## config.mk

```make
export PLATFORM = sky130hd
export DESIGN_NAME = stopwatch_bcd_counter
export DESIGN_NICKNAME = d
export VERILOG_FILES = /design/src/rtl/stopwatch_pkg.sv /design/src/rtl/stopwatch_bcd_counter_digit.sv /design/src/rtl/stopwatch_bcd_counter.sv
export SDC_FILE = /design/constraint.sdc
export NUM_CORES = 1
export LEC_CHECK = 0
export BUFFER_PORTS_ARGS = -buffer_cell sky130_fd_sc_hd__buf_2
export CORE_MARGIN = 1.5
export CORE_UTILIZATION = 37
export CTS_BUF_LIST = sky130_fd_sc_hd__clkbuf_16
export CTS_CLUSTER_SIZE = 20
export DETAILED_ROUTE_END_ITERATION = 10
export PLACE_DENSITY = 0.61
export REMOVE_ABC_BUFFERS = 1
export SLEW_MARGIN = 20
export SYNTH_ARGS = -nofsm -noshare
export SYNTH_HDL_FRONTEND = slang
export SYNTH_SLANG_ARGS = --single-unit
```

## constraint.sdc

```tcl
create_clock -name clk -period 5 [get_ports clk]
set_input_delay 0.25 -clock clk [delete_from_list [all_inputs] [get_ports clk]]
set_output_delay 0.25 -clock clk [all_outputs]
set_load 0.005 [all_outputs]
```

## src/rtl/stopwatch_pkg.sv

```systemverilog
// Shared types and constants for the stopwatch timekeeping core.
// Includes the per-digit BCD step used by counters and lap snapshot.
package stopwatch_pkg;

    typedef logic [3:0] bcd_digit_t;

    typedef enum logic [1:0] {
        IDLE    = 2'd0,
        RUNNING = 2'd1,
        PAUSED  = 2'd2
    } sw_state_t;

    localparam bcd_digit_t DIGIT_MAX_UNITS = 4'd9;
    localparam bcd_digit_t DIGIT_MAX_TENS  = 4'd5;

    function automatic bcd_digit_t bcd_next(
        input bcd_digit_t d,
        input logic       inc,
        input bcd_digit_t max
    );
        bcd_digit_t r;
        r = d;
        if (inc) begin
            r = (d == max) ? 4'd0 : d + 4'd1;
        end
        return r;
    endfunction

endpackage

```

## src/rtl/stopwatch_bcd_counter_digit.sv

```systemverilog
// Single BCD digit, 0..MAX, with synchronous clear and ripple carry.
// Carry is combinational so a chain advances within one edge.
module bcd_digit_counter
    import stopwatch_pkg::*;
#(
    parameter bcd_digit_t MAX = DIGIT_MAX_UNITS
) (
    input  logic       clk,
    input  logic       rst_n,
    input  logic       clr,
    input  logic       inc,
    output bcd_digit_t digit,
    output logic       carry
);

    bcd_digit_t digit_q;
    bcd_digit_t digit_d;

    always_comb begin
        digit_d = bcd_next(digit_q, inc, MAX);
        if (clr) begin
            digit_d = '0;
        end
    end

    always_ff @(posedge clk or negedge rst_n) begin
        if (!rst_n) begin
            digit_q <= '0;
        end else begin
            digit_q <= digit_d;
        end
    end

    assign digit = digit_q;
    assign carry = inc && (digit_q == MAX);

endmodule

```

## src/rtl/stopwatch_bcd_counter.sv

```systemverilog
// MM:SS stopwatch core: prescaler, run/pause FSM, BCD chain, lap hold.
// Displayed digits come from live or snapshot registers via a 2:1 mux.
module stopwatch_bcd_counter
    import stopwatch_pkg::*;
#(
    parameter int TICKS_PER_SEC = 10_000_000,
    parameter int PRESCALE_W    = $clog2(TICKS_PER_SEC)
) (
    input  logic       clk,
    input  logic       rst_n,
    input  logic       start_stop,
    input  logic       clear,
    input  logic       lap,
    output bcd_digit_t sec_ones,
    output bcd_digit_t sec_tens,
    output bcd_digit_t min_ones,
    output bcd_digit_t min_tens,
    output logic       running,
    output logic       lap_hold,
    output logic       wrap
);

    localparam logic [PRESCALE_W-1:0] PRESC_LAST =
        PRESCALE_W'(TICKS_PER_SEC - 1);

    sw_state_t state_q, state_d;
    logic [PRESCALE_W-1:0] presc_q, presc_d;
    bcd_digit_t [3:0] snap_q, snap_d;
    bcd_digit_t [3:0] live;
    bcd_digit_t [3:0] live_next;
    logic [4:0] chain;
    logic lap_hold_q, lap_hold_d;
    logic running_q, running_d;
    logic wrap_q, wrap_d;
    logic sec_tick;
    logic lap_ok;

    assign sec_tick = (state_q == RUNNING) && (presc_q == PRESC_LAST) && !clear;
    assign chain[0] = sec_tick;

    // Digit 0 = sec_ones ... digit 3 = min_tens; even digits count to 9.
    for (genvar i = 0; i < 4; i++) begin : g_digit
        localparam bcd_digit_t MX =
            (i % 2 == 0) ? DIGIT_MAX_UNITS : DIGIT_MAX_TENS;
        bcd_digit_counter #(.MAX(MX)) u_digit (
            .clk   (clk),
            .rst_n (rst_n),
            .clr   (clear),
            .inc   (chain[i]),
            .digit (live[i]),
            .carry (chain[i+1])
        );
        assign live_next[i] = bcd_next(live[i], chain[i], MX);
    end

    assign lap_ok = lap && !clear && (state_q != IDLE);

    always_comb begin
        state_d = state_q;
        if (start_stop) begin
            unique case (state_q)
                IDLE:    state_d = RUNNING;
                RUNNING: state_d = PAUSED;
                PAUSED:  state_d = RUNNING;
                default: state_d = IDLE;
            endcase
        end
        if (clear) begin
            state_d = IDLE;
        end
    end

    always_comb begin
        presc_d = presc_q;
        if (clear) begin
            presc_d = '0;
        end else if (state_q == RUNNING) begin
            presc_d = (presc_q == PRESC_LAST) ? '0 : presc_q + 1'b1;
        end
    end

    // Snapshot captures the post-update live value on the hold-entry edge.
    always_comb begin
        lap_hold_d = lap_hold_q;
        snap_d     = snap_q;
        if (clear) begin
            lap_hold_d = 1'b0;
            snap_d     = '0;
        end else if (lap_ok) begin
            lap_hold_d = !lap_hold_q;
            if (!lap_hold_q) begin
                snap_d = live_next;
            end
        end
    end

    assign running_d = (state_d == RUNNING);
    assign wrap_d    = chain[4];

    always_ff @(posedge clk or negedge rst_n) begin
        if (!rst_n) begin
            state_q    <= IDLE;
            presc_q    <= '0;
            snap_q     <= '0;
            lap_hold_q <= 1'b0;
            running_q  <= 1'b0;
            wrap_q     <= 1'b0;
        end else begin
            state_q    <= state_d;
            presc_q    <= presc_d;
            snap_q     <= snap_d;
            lap_hold_q <= lap_hold_d;
            running_q  <= running_d;
            wrap_q     <= wrap_d;
        end
    end

    assign sec_ones = lap_hold_q ? snap_q[0] : live[0];
    assign sec_tens = lap_hold_q ? snap_q[1] : live[1];
    assign min_ones = lap_hold_q ? snap_q[2] : live[2];
    assign min_tens = lap_hold_q ? snap_q[3] : live[3];
    assign running  = running_q;
    assign lap_hold = lap_hold_q;
    assign wrap     = wrap_q;

endmodule
```

==> out/metrics.csv, run 1 <==
metric;value;unit
outcome;finished clean;
TritonCTS Buffers;9;
# Post-CTS Setup Buffers;0;
die area;10200;sq um
fin crit share;0.478;
FP Rows;35;
Worst path max stage delay;0.56;ns
Seq/Total Area, Yosys;0.429;
largest net degree at the start of global routing;62;
layout cells sized above 1;0.209;
gr usage total;0.164;
global-route wire length before repair;13400;um
sw frac;0.243;
Power Dens Cells;282;nW/um^2
I/O Pins;24;
Clock Path Buffers;2;
chip width;101;um
CP Launch Type;register;
cts-stage hold buffer count;0;
Arr. time, crit path;2.63;ns
initial antenna violation count;0;
clock sinks;61;
drt first-iter violations;141;
P_int;0.000857;W
initial core utilization;0.383;
Peak supply drop;0.186;mV
Crit path max-delay family;compound AO/OA/AOI/OAI gates;
critical path's slowest cell;a211oi_2;
Port Buf Inserts;23;
CP Max Fanout;13;
Comb pwr share;0.074;
HPWL after DPL;5240;um
WL final;7740;um
Synth Instances;367;
Mapped Avg Cell Area;9.69;sq um
post-route DRC violation count;0;
GP Congestion;0.821;
clock-pin slew of the registers on the worst-case setup and hold paths;0.05;ns
Final Power;0.00113;W
Vias;2810;
setup TNS;0;ns
FMAX;419;MHz
P&R area growth vs syn;12.9;%
Cells after DPL;503;
Synth Flop Type;dfrtp_1;
Buf/Inv on CP;1;
Final WS setup;2.61;ns
vias in the first global route;2826;
antenna viol nets, final;0;
CTS HTree Levels;3;
Vias/cell;5.44;
Yosys cell types;60;
P_leak;1.65;nW
antenna cells;0;
fin crit period;2.39;ns
Post-synth ARST share;1.00;
grt ovf;0;
final setup violating endpoints;0;
Wirelength per Cell;15.0;um
worst hold-check path type;input pin to async pin;
Worst EP required;5.24;ns
CTS tree;done;
worst slack, placed;2.63;ns
post-CTS sizing;0;
Final Slew Violations;0;
Post-Synthesis Cell Area;3560;sq um
die span in y;101;um
worst-margin pin slew;0.967;ns
final hold vios;0;
power share of the clock group;0.465;
CP endpoint kind;register;
Root Buffer;clkbuf_16;
yosys warns;0;
switching pwr;0.000274;W
Crit Path Category;register to register;
sequential power share;0.461;
max_cap viols;0;
clk_lat worst skew;0.32;ns
Rel. slew slack;0.356;
final cell count without fillers;517;
TritonRoute pass-1 iters;4;
flops & latches, synth;61;
Clock Skews;0.00354;ns
nets@finish;391;
RSZ-0062 raised after global routing;no;
Core Area;9280;sq um
CP Cell Sequence;ha_1 -> and3_1 -> and4_2 -> a211oi_2 -> buf_4 -> o21ai_0 -> a31oi_1;
number of synthesized flops with an enable pin;0;
-- flip-flops by register name, summed over array words and instances, names as in the netlist --
register,cells
g_digit.u_digit.digit,16
running,1
presc_q,24
state_q,2
wrap,1
lap_hold,1
snap_q,16
-- area by class of cell --
cell class,instances,area (sq um)
clock buffer,9,225
timing repair buffer,27,145
inverter,12,45.0
clock inverter,5,21.3
sequential,61,1530
multi-input combinational,274,1890
fill,925,5270
tap,129,161
-- metal layers --
layer | track usage | vias to the layer above | share of wire
met3 | 0.0305 | 8 | 0.039
met4 | 0.0609 | 0 | 0.012
li1 | - | 1376 | -
met1 | 0.229 | 1378 | 0.51
met5 | 0 | - | 0
met2 | 0.255 | 48 | 0.44
-- layout by cell type, fill, tap and decap left out, types with 3 or more instances in the layout --
cell	instances
a211oi_2	5
nor3_1	10
mux2_2	12
a211oi_1	8
nor2b_1	3
nor4_1	7
clkbuf_16	9
o21ai_1	3
a22o_1	4
buf_4	4
dfrtp_1	61
nand3b_1	5
nor4_2	4
nor2_1	39
nand2b_1	5
a21oi_1	18
inv_1	13
a311oi_1	4
nand4_1	8
nand3_1	19
o21ai_0	20
buf_2	23
xnor2_1	12
nand2_1	30
mux2i_1	9
nor4_4	5
and3_1	3
-- through the flow --
stage,util,instance area (sq um),hold slack (ns)
detailed placement,0.406,3770,0.469
global placement,0.406,3770,0.463
floorplan,-,3460,-0.0456
CTS,0.432,4010,0.134
global route,0.433,4020,0.186
finish,0.433,4020,0.0888
-- logic make-up (layout without fill, tap and decap cells) --
kind of cell	Yosys count	in the layout	synth area share
XOR/XNOR	14	14	0.0345
AND/OR/NAND/NOR	163	163	0.284
adder cells (fa/ha/maj)	1	1	0.00352
AO/OA/AOI/OAI	75	75	0.145
flip-flops	61	61	0.429
buffers and inverters	32	53	0.0408
multiplexers	21	21	0.0633
-- final timing paths --
path	from	endpoint	slack, ns	depth (start not counted)
worst max register to register	presc_q[0]	presc_q[20]	2.61	7
max in group asynchronous	rst_n	presc_q[10]	4.38	2
worst max-delay path	presc_q[0]	presc_q[20]	2.61	7
worst min register to register	snap_q[0]	snap_q[0]	0.48	2
worst min-delay path	rst_n	snap_q[9]	0.09	2
min in group clk	start_stop	state_q[0]	0.25	3
-- synthesized netlist by cell type (2+ instances only) --
cell type | n | area (sq um)
a211oi_1 | 8 | 60.1
a21o_1 | 2 | 15.0
mux2_2 | 12 | 135
inv_1 | 12 | 45.0
nand4_1 | 8 | 50.1
clkbuf_1 | 11 | 41.3
xor2_1 | 2 | 17.5
nor3_1 | 10 | 50.1
nand2_1 | 30 | 113
xnor2_1 | 12 | 105
nor4_4 | 5 | 106
and3_1 | 3 | 18.8
a21oi_1 | 18 | 90.1
nand2b_1 | 5 | 31.3
nand3_1 | 19 | 95.1
nor4_2 | 4 | 50.1
a311oi_1 | 4 | 35.0
nor4bb_1 | 2 | 20.0
o21ai_1 | 3 | 15.0
o21ai_0 | 20 | 100
o31ai_1 | 2 | 15.0
nor2_1 | 40 | 150
a211oi_2 | 5 | 62.6
buf_2 | 5 | 25.0
and4_1 | 2 | 17.5
nand4_2 | 2 | 25.0
mux2i_1 | 9 | 90.1
nand3b_1 | 5 | 37.5
dfrtp_1 | 61 | 1530
a31oi_1 | 2 | 12.5
o41ai_1 | 2 | 17.5
buf_6 | 2 | 22.5
a22o_1 | 4 | 35.0
nor4_1 | 7 | 43.8
and4bb_2 | 2 | 25.0
nor2b_1 | 3 | 18.8
-- worst register-to-register path, cell delays in order (launching register included) --
cell and delay (ns):
dfrtp_1 0.41, ha_1 0.25, and3_1 0.24, and4_2 0.27, a211oi_2 0.57, buf_4 0.31
o21ai_0 0.11, a31oi_1 0.17
-- power groups by stage --
stage	sequential (W)	combinational, W	clock (W)
2_1_floorplan	0.000525	0.0000473	0
3_3_place_gp	0.000528	0.0000823	0
3_5_place_dp	0.000529	0.0000844	0
4_1_cts	0.000521	0.0000849	0.000534
5_1_grt	0.000523	0.0000942	0.000556
6_report	0.000521	0.0000834	0.000527
No activity file was read; power rests on OpenSTA's default activity.
==> run 2: changes to the inputs <==
==> constraint.sdc (replaced) <==
create_clock -name clk -period 2.23 [get_ports clk]
set_input_delay 0.1115 -clock clk [delete_from_list [all_inputs] [get_ports clk]]
set_output_delay 0.1115 -clock clk [all_outputs]
set_load 0.005 [all_outputs]
==> run 2 against run 1 <==
Effect of this change:
- utilization up 1.4 points
- cell count grew 3.1%
- sequential share of layout area is 1.2 points lower
- critical endpoint is now snap_q[8]
- worst setup slack got worse by 2.5 ns
- maximum frequency rose by 14%
- via count rose by 4.1%
==> out/metrics.csv, run 2 (synthesis gave the netlist of run 1 again) <==
metric;value;unit;change
outcome;finished clean;;
Core Area;9280;sq um;unchanged
Clock Skews;0.00636;ns;+0.00283 ns
Power Dens Cells;617;nW/um^2;+120%
critical path's slowest cell;dfrtp_1;;
max_cap viols;0;;unchanged
vias in the first global route;2923;;+3.4%
final hold vios;0;;unchanged
P_leak;1.73;nW;+5.0%
TritonRoute pass-1 iters;4;;unchanged
CP Cell Sequence;ha_1 -> and3_1 -> nand4_4 -> buf_4 -> nor4_4 -> xnor2_1 -> a211oi_1;;
busiest grt layer;met2;;
switching pwr;0.000622;W;+130%
Most flops, register;presc_q;;
fin crit share;0.937;;+0.459
Crit Path Category;register to register;;
Rel. slew slack;0.611;;+0.256
Wirelength per Cell;15.2;um;+1.4%
GP Congestion;0.842;;+2.6%
Worst path max stage delay;0.38;ns;-0.18 ns
most common cell after layout, fill and taps aside;dfrtp_1;;
Port Buf Inserts;23;;unchanged
clk_lat worst skew;0.32;ns;about the same
HPWL after DPL;5660;um;+7.9%
Arr. time, crit path;2.32;ns;-0.31 ns
I/O Pins;24;;unchanged
sw frac;0.243;;+0.000324
CTS tree;done;;
gr usage total;0.174;;+0.00929
clock-pin slew of the registers on the worst-case setup and hold paths;0.05;ns;about the same
FP Rows;35;;unchanged
Vias;2926;;+4.1%
CTS HTree Levels;3;;unchanged
die span in y;101;um;unchanged
most frequent cells in the layout;61 x dfrtp_1, 39 x nor2_1, 30 x nand2_1;;
grt ovf;0;;unchanged
drt first-iter violations;162;;+15%
initial antenna violation count;0;;unchanged
Vias/cell;5.49;;+1.0%
CP endpoint kind;register;;
clock sinks;61;;unchanged
WL final;8090;um;+4.5%
worst hold-check path type;input pin to register;;
initial core utilization;0.383;;unchanged
sequential power share;0.452;;-0.009
Hold Slack;0.101;ns;+0.0122 ns
Global Route met1 Usage;0.240;;+0.0114
setup TNS;0;ns;unchanged
RSZ-0062 raised after global routing;no;;
Final Slew Violations;0;;unchanged
layout cells sized above 1;0.233;;+0.0239
Worst EP required;2.46;ns;-2.78 ns
chip width;101;um;unchanged
nets@finish;406;;+3.8%
P_int;0.00194;W;+130%
Largest register FFs;24;;unchanged
final setup violating endpoints;0;;unchanged
Root Buffer;clkbuf_16;;
antenna viol nets, final;0;;unchanged
Buf/Inv on CP;1;;unchanged
antenna cells;0;;unchanged
TritonCTS Buffers;9;;unchanged
CP Max Fanout;16;;+3
CP Launch Type;register;;
Comb pwr share;0.085;;+0.011
M3 GR Usage;0.0319;;+0.00139
global-route wire length before repair;14100;um;+5.2%
Crit path max-delay family;simple AND/OR/NAND/NOR gates;;
Peak supply drop;0.430;mV;+130%
FMAX;479;MHz;+14%
worst-margin pin slew;0.578;ns;-0.389 ns
largest net degree at the start of global routing;62;;unchanged
fin crit period;2.09;ns;-0.299 ns
post-route DRC violation count;0;;unchanged
Clock Path Buffers;2;;unchanged
met2 Use GR;0.274;;+0.0191
die area;10200;sq um;unchanged
power share of the clock group;0.463;;-0.002
P&R area growth vs syn;16.7;%;
==> run 2: changes by cell type in the layout (fill, tap and decap cells not counted), sizes merged <==
cell | before | now
buf | 27 | 41
inv | 13 | 14
dlygate4sd3 | 0 | 1
==> run 2: through the flow <==
stage | setup WS, ns | instance area [sq um] | std cells | util | power (W)
after detailed placement | 0.0838 | 3860 | 514 | 0.416 | 0.00139
after global placement | 0.139 | 3860 | 514 | 0.416 | 0.00139
final | 0.141 | 4150 | 533 | 0.447 | 0.00256
after CTS | 0.0701 | 4120 | 530 | 0.444 | 0.00258
after global routing | 0.00449 | 4150 | 533 | 0.447 | 0.00266
after floorplan | 0.00224 | 3460 | 347 | - | 0.00128
==> run 2: power groups by stage <==
stage | clock network (W) | registers [W] | logic (W)
6_report | 0.00119 | 0.00116 | 0.000218
5_1_grt | 0.00125 | 0.00116 | 0.000246
4_1_cts | 0.00120 | 0.00116 | 0.000217
3_5_place_dp | 0 | 0.00118 | 0.000215
3_3_place_gp | 0 | 0.00118 | 0.000210
2_1_floorplan | 0 | 0.00118 | 0.000106
==> run 2: worst register-to-register path, stage by stage, from the launching register on <==
cell and delay (ns):
dfrtp_1 0.38, ha_1 0.22, and3_1 0.30, nand4_4 0.14
buf_4 0.24, nor4_4 0.37, xnor2_1 0.15, a211oi_1 0.21
==> run 2: what timing repair did <==
item	4_1_cts	5_1_grt
endpoints found under the hold margin	61	0
setup buffers	0	3
gates resized for setup	0	1
hold buffers	1	0
setup endpoints to repair	0	2
==> run 2: layout make-up <==
class                   count  area [sq um]
clock buffers               9           225
clock inverters             6          23.8
fillers                   927          5130
inverters                  12          45.0
multi-input cells         274          1900
flip-flops and latches     61          1530
well taps                 129           161
repair buffers             42           273
==> run 2: final timing paths <==
kind	startpoint	end	slack [ns]	cells past startpoint
setup / recovery	presc_q[0]	snap_q[8]	0.14	7
hold reg to reg	snap_q[0]	snap_q[0]	0.49	2
max in group asynchronous	rst_n	presc_q[13]	1.63	3
setup reg to reg	presc_q[0]	snap_q[8]	0.14	7
hold / removal	start_stop	state_q[0]	0.10	3
min in group asynchronous	rst_n	snap_q[10]	0.34	3
==> run 2: layer usage <==
| layer | vias up | routed length [um] |
|---|---|---|
| met5 | - | 0 |
| met1 | 1455 | 3960 |
| met2 | 47 | 3770 |
| li1 | 1416 | - |
| met3 | 8 | 280 |
| met4 | 0 | 83 |
==> run 3: changes to the inputs <==
--- a/config.mk
+++ b/config.mk
@@ -5,6 +5,7 @@
 export SDC_FILE = /design/constraint.sdc
 export NUM_CORES = 1
 export LEC_CHECK = 0
+export ABC_AREA = 1
 export BUFFER_PORTS_ARGS = -buffer_cell sky130_fd_sc_hd__buf_2
 export CORE_MARGIN = 1.5
 export CORE_UTILIZATION = 37
==> run 3 against run 2 <==
Effect of this change:
- cell count increased by 25%
- largest power group unchanged
- wire length increased by 8.7%
- area after synthesis increased by 1.7%
- register-to-register slack improved by 0.29 ns
- power increased by 1.8%
- global-route usage increased by 1.3 points
- via count increased by 15%
- critical endpoint unchanged
==> out/metrics.csv, run 3 <==
metric;value;unit;change
outcome;finished clean;;
Worst Reg-to-Reg Cells;11;;+4
max_cap viols;0;;unchanged
vias in the first global route;3151;;+7.8%
final setup violating endpoints;0;;unchanged
Arr. time, crit path;2.06;ns;-0.26 ns
chip width;102;um;+0.82%
synth cell count leaders;133 x nand2_1, 61 x dfrtp_1, 58 x inv_1;;
most common cell after layout, fill and taps aside;nand2_1;;
P_leak;2.01;nW;+16%
Synth Flop Type;dfrtp_1;;
die area;10400;sq um;+1.6%
# fillers;979;;+5.6%
Mapped Avg Cell Area;7.25;sq um;-25%
Port Buf Inserts;23;;unchanged
CP Max Fanout;5;;-11
post-CTS sizing;0;;unchanged
Wirelength per Cell;13.2;um;-13%
gr usage total;0.187;;+0.0133
number of synthesized flops with an enable pin;0;;unchanged
GP Congestion;0.880;;+4.5%
flops & latches, synth;61;;unchanged
Hold Path Origin;start_stop;;
initial antenna violation count;0;;unchanged
Root Buffer;clkbuf_16;;
die span in y;102;um;+0.82%
Reg-to-Reg End;snap_q[8];;
P&R area growth vs syn;16.3;%;
Global Route met1 Usage;0.264;;+0.0231
global-route wire length before repair;15100;um;+7.4%
Buf/Inv on CP;0;;-1
clk_lat worst skew;0.33;ns;about the same
HPWL after DPL;6480;um;+14%
fin crit share;0.805;;-0.132
critical path's slowest cell;dfrtp_1;;
most frequent cells in the layout;133 x nand2_1, 61 x dfrtp_1, 60 x inv_1;;
top-count cell post-synth;nand2_1;;
TritonCTS Buffers;9;;unchanged
Vias/cell;5.07;;-7.7%
placed cell area;3910;sq um;+1.3%
worst-margin pin slew;0.511;ns;-0.0664 ns
fin crit period;1.80;ns;-0.294 ns
TritonRoute pass-1 iters;5;;+1
Layout Cell Area excl Fill;4210;sq um;+1.3%
antenna cells;0;;unchanged
Worst EP required;2.50;ns;+0.04 ns
Seq/Total Area, Yosys;0.422;;-0.00712
drt first-iter violations;170;;+4.9%
CTS tree;done;;
Clock Skews;0.00563;ns;-0.000729 ns
M3 GR Usage;0.0308;;-0.00112
CP endpoint kind;register;;
Synth area leader;dfrtp_1;;
worst slack, placed;0.425;ns;+0.342 ns
worst hold-check path type;input pin to register;;
Core Area;9370;sq um;+0.94%
Rel. slew slack;0.656;;+0.0447
Final WS setup;0.435;ns;+0.294 ns
final hold vios;0;;unchanged
FMAX;557;MHz;+16%
antenna viol nets, final;0;;unchanged
RSZ-0062 raised after global routing;no;;
layout cells sized above 1;0.166;;-0.0669
CP Cell Sequence;ha_1 -> nand2_2 -> nor2_4 -> nand2_1 -> nor2_1 -> nand4_1 -> nor2_2 -> nand2_1 -> nand2_1 -> nand4_1 -> nand2_1;;
CTS HTree Levels;3;;unchanged
largest net degree at the start of global routing;33;;-47%
Largest register FFs;24;;unchanged
Synth area leaders;dfrtp_1 42%, nand2_1 14%, inv_1 6.0%;;
Peak supply drop;0.373;mV;-13%
CP Launch Type;register;;
Hold EP;state_q[1];;
# Post-CTS Setup Buffers;0;;unchanged
Synth top area share;0.422;;-0.00712
nets@finish;538;;+33%
clock-pin slew of the registers on the worst-case setup and hold paths;0.05;ns;about the same
Crit path max-delay family;simple AND/OR/NAND/NOR gates;;
Post-Synthesis Cell Area;3620;sq um;+1.7%
met2 Use GR;0.288;;+0.0141
Most flops, register;presc_q;;
Yosys cell types;40;;-33%
I/O Pins;24;;unchanged
Worst path max stage delay;0.37;ns;about the same
Final Slew Violations;0;;unchanged
hold depth;2;;-1
FP Rows;35;;unchanged
WL final;8790;um;+8.7%
Worst path most repeated cell;nand2_1;;
yosys warns;0;;unchanged
Crit Path Category;register to register;;
clock sinks;61;;unchanged
R2R Setup Slk;0.43;ns;+0.29 ns
busiest grt layer;met2;;
post-route DRC violation count;0;;unchanged
grt ovf;0;;unchanged
initial core utilization;0.386;;+0.00283
Reg-to-Reg Start;presc_q[0];;
Clock Path Buffers;2;;unchanged
Synth Instances;499;;+36%
Vias;3375;;+15%
Post-synth ARST share;1.00;;unchanged
Power Dens Cells;620;nW/um^2;+0.51%
setup TNS;0;ns;unchanged
[run 3: cell count changes after synthesis, moves of 10 or more]
cell / previous run / this run
inv_1: 12 / 58
mux2_2: 12 / 0
nand2_1: 30 / 133
nand2_2: 1 / 11
nand3_1: 19 / 32
nand4_1: 8 / 23
nor2_1: 40 / 51
nor2_2: 0 / 11
xnor2_1: 12 / 0
[run 3: per-stage QoR]
stage	util	total power, W	std cells	hold slack [ns]
after floorplan	-	0.00122	489	-0.184
after global placement	0.417	0.00130	649	0.0798
after detailed placement	0.417	0.00130	649	0.0869
after CTS	0.449	0.00264	666	0.0118
after global routing	0.449	0.00271	666	0.0461
final	0.449	0.00261	666	0.0143
[run 3: repair_timing]
item                       in CTS  in global routing
setup endpoints to repair       0                  0
hold endpoints to repair       17                  0
hold buffers                    1                  0
[run 3: worst max-delay path by stage]
stage                                        endpoint  slack [ns]        from  depth (start not counted)
after floorplan                            snap_q[10]        0.33    lap_hold                          5
after global placement                      snap_q[8]        0.43  presc_q[0]                         11
after detailed placement  g_digit[3].u_digit.digit[0]        0.43  presc_q[0]                          9
after CTS                 g_digit[3].u_digit.digit[0]        0.42  presc_q[1]                          9
after global routing                      presc_q[20]        0.23  presc_q[1]                         10
final                                       snap_q[8]        0.43  presc_q[0]                         11
[run 3: final cells by class]
type,count,area [sq um],share of cell area
clock buffers,9,225,0.0536
repair buffers,32,185,0.0440
flip-flops and latches,61,1530,0.363
inverters,65,244,0.0580
clock inverters,7,58.8,0.0140
well taps,129,161,0.0384
multi-input cells,363,1800,0.429
[run 3: logic make-up after synthesis]
| logic type | synth area share |
|---|---|
| compound gates | 0.0982 |
| simple gates | 0.387 |
| fa+ha+maj | 0.00346 |
| flops | 0.422 |
| xor+xnor | 0.00968 |
| buf+inv | 0.0792 |
[run 3: report_power, final]
group / switching, W / internal (W)
registers: 0.00000843 / 0.00112
clock network: 0.000483 / 0.000847
logic: 0.000114 / 0.0000359
[run 3: worst register-to-register path: stages (launching register included)]
cell     delay [ns]
dfrtp_1        0.37
ha_1           0.22
nand2_2        0.09
nor2_4         0.14
nand2_1        0.07
nor2_1         0.16
nand4_1        0.13
nor2_2         0.20
nand2_1        0.10
nand2_1        0.10
nand4_1        0.10
nand2_1        0.08
[run 3: routing by layer]
layer	vias up	wire, um	part of all wire
met5	-	0	0
met4	0	164	0.019
li1	1692	-	-
met1	1606	4240	0.48
met3	11	331	0.038
met2	66	4050	0.46
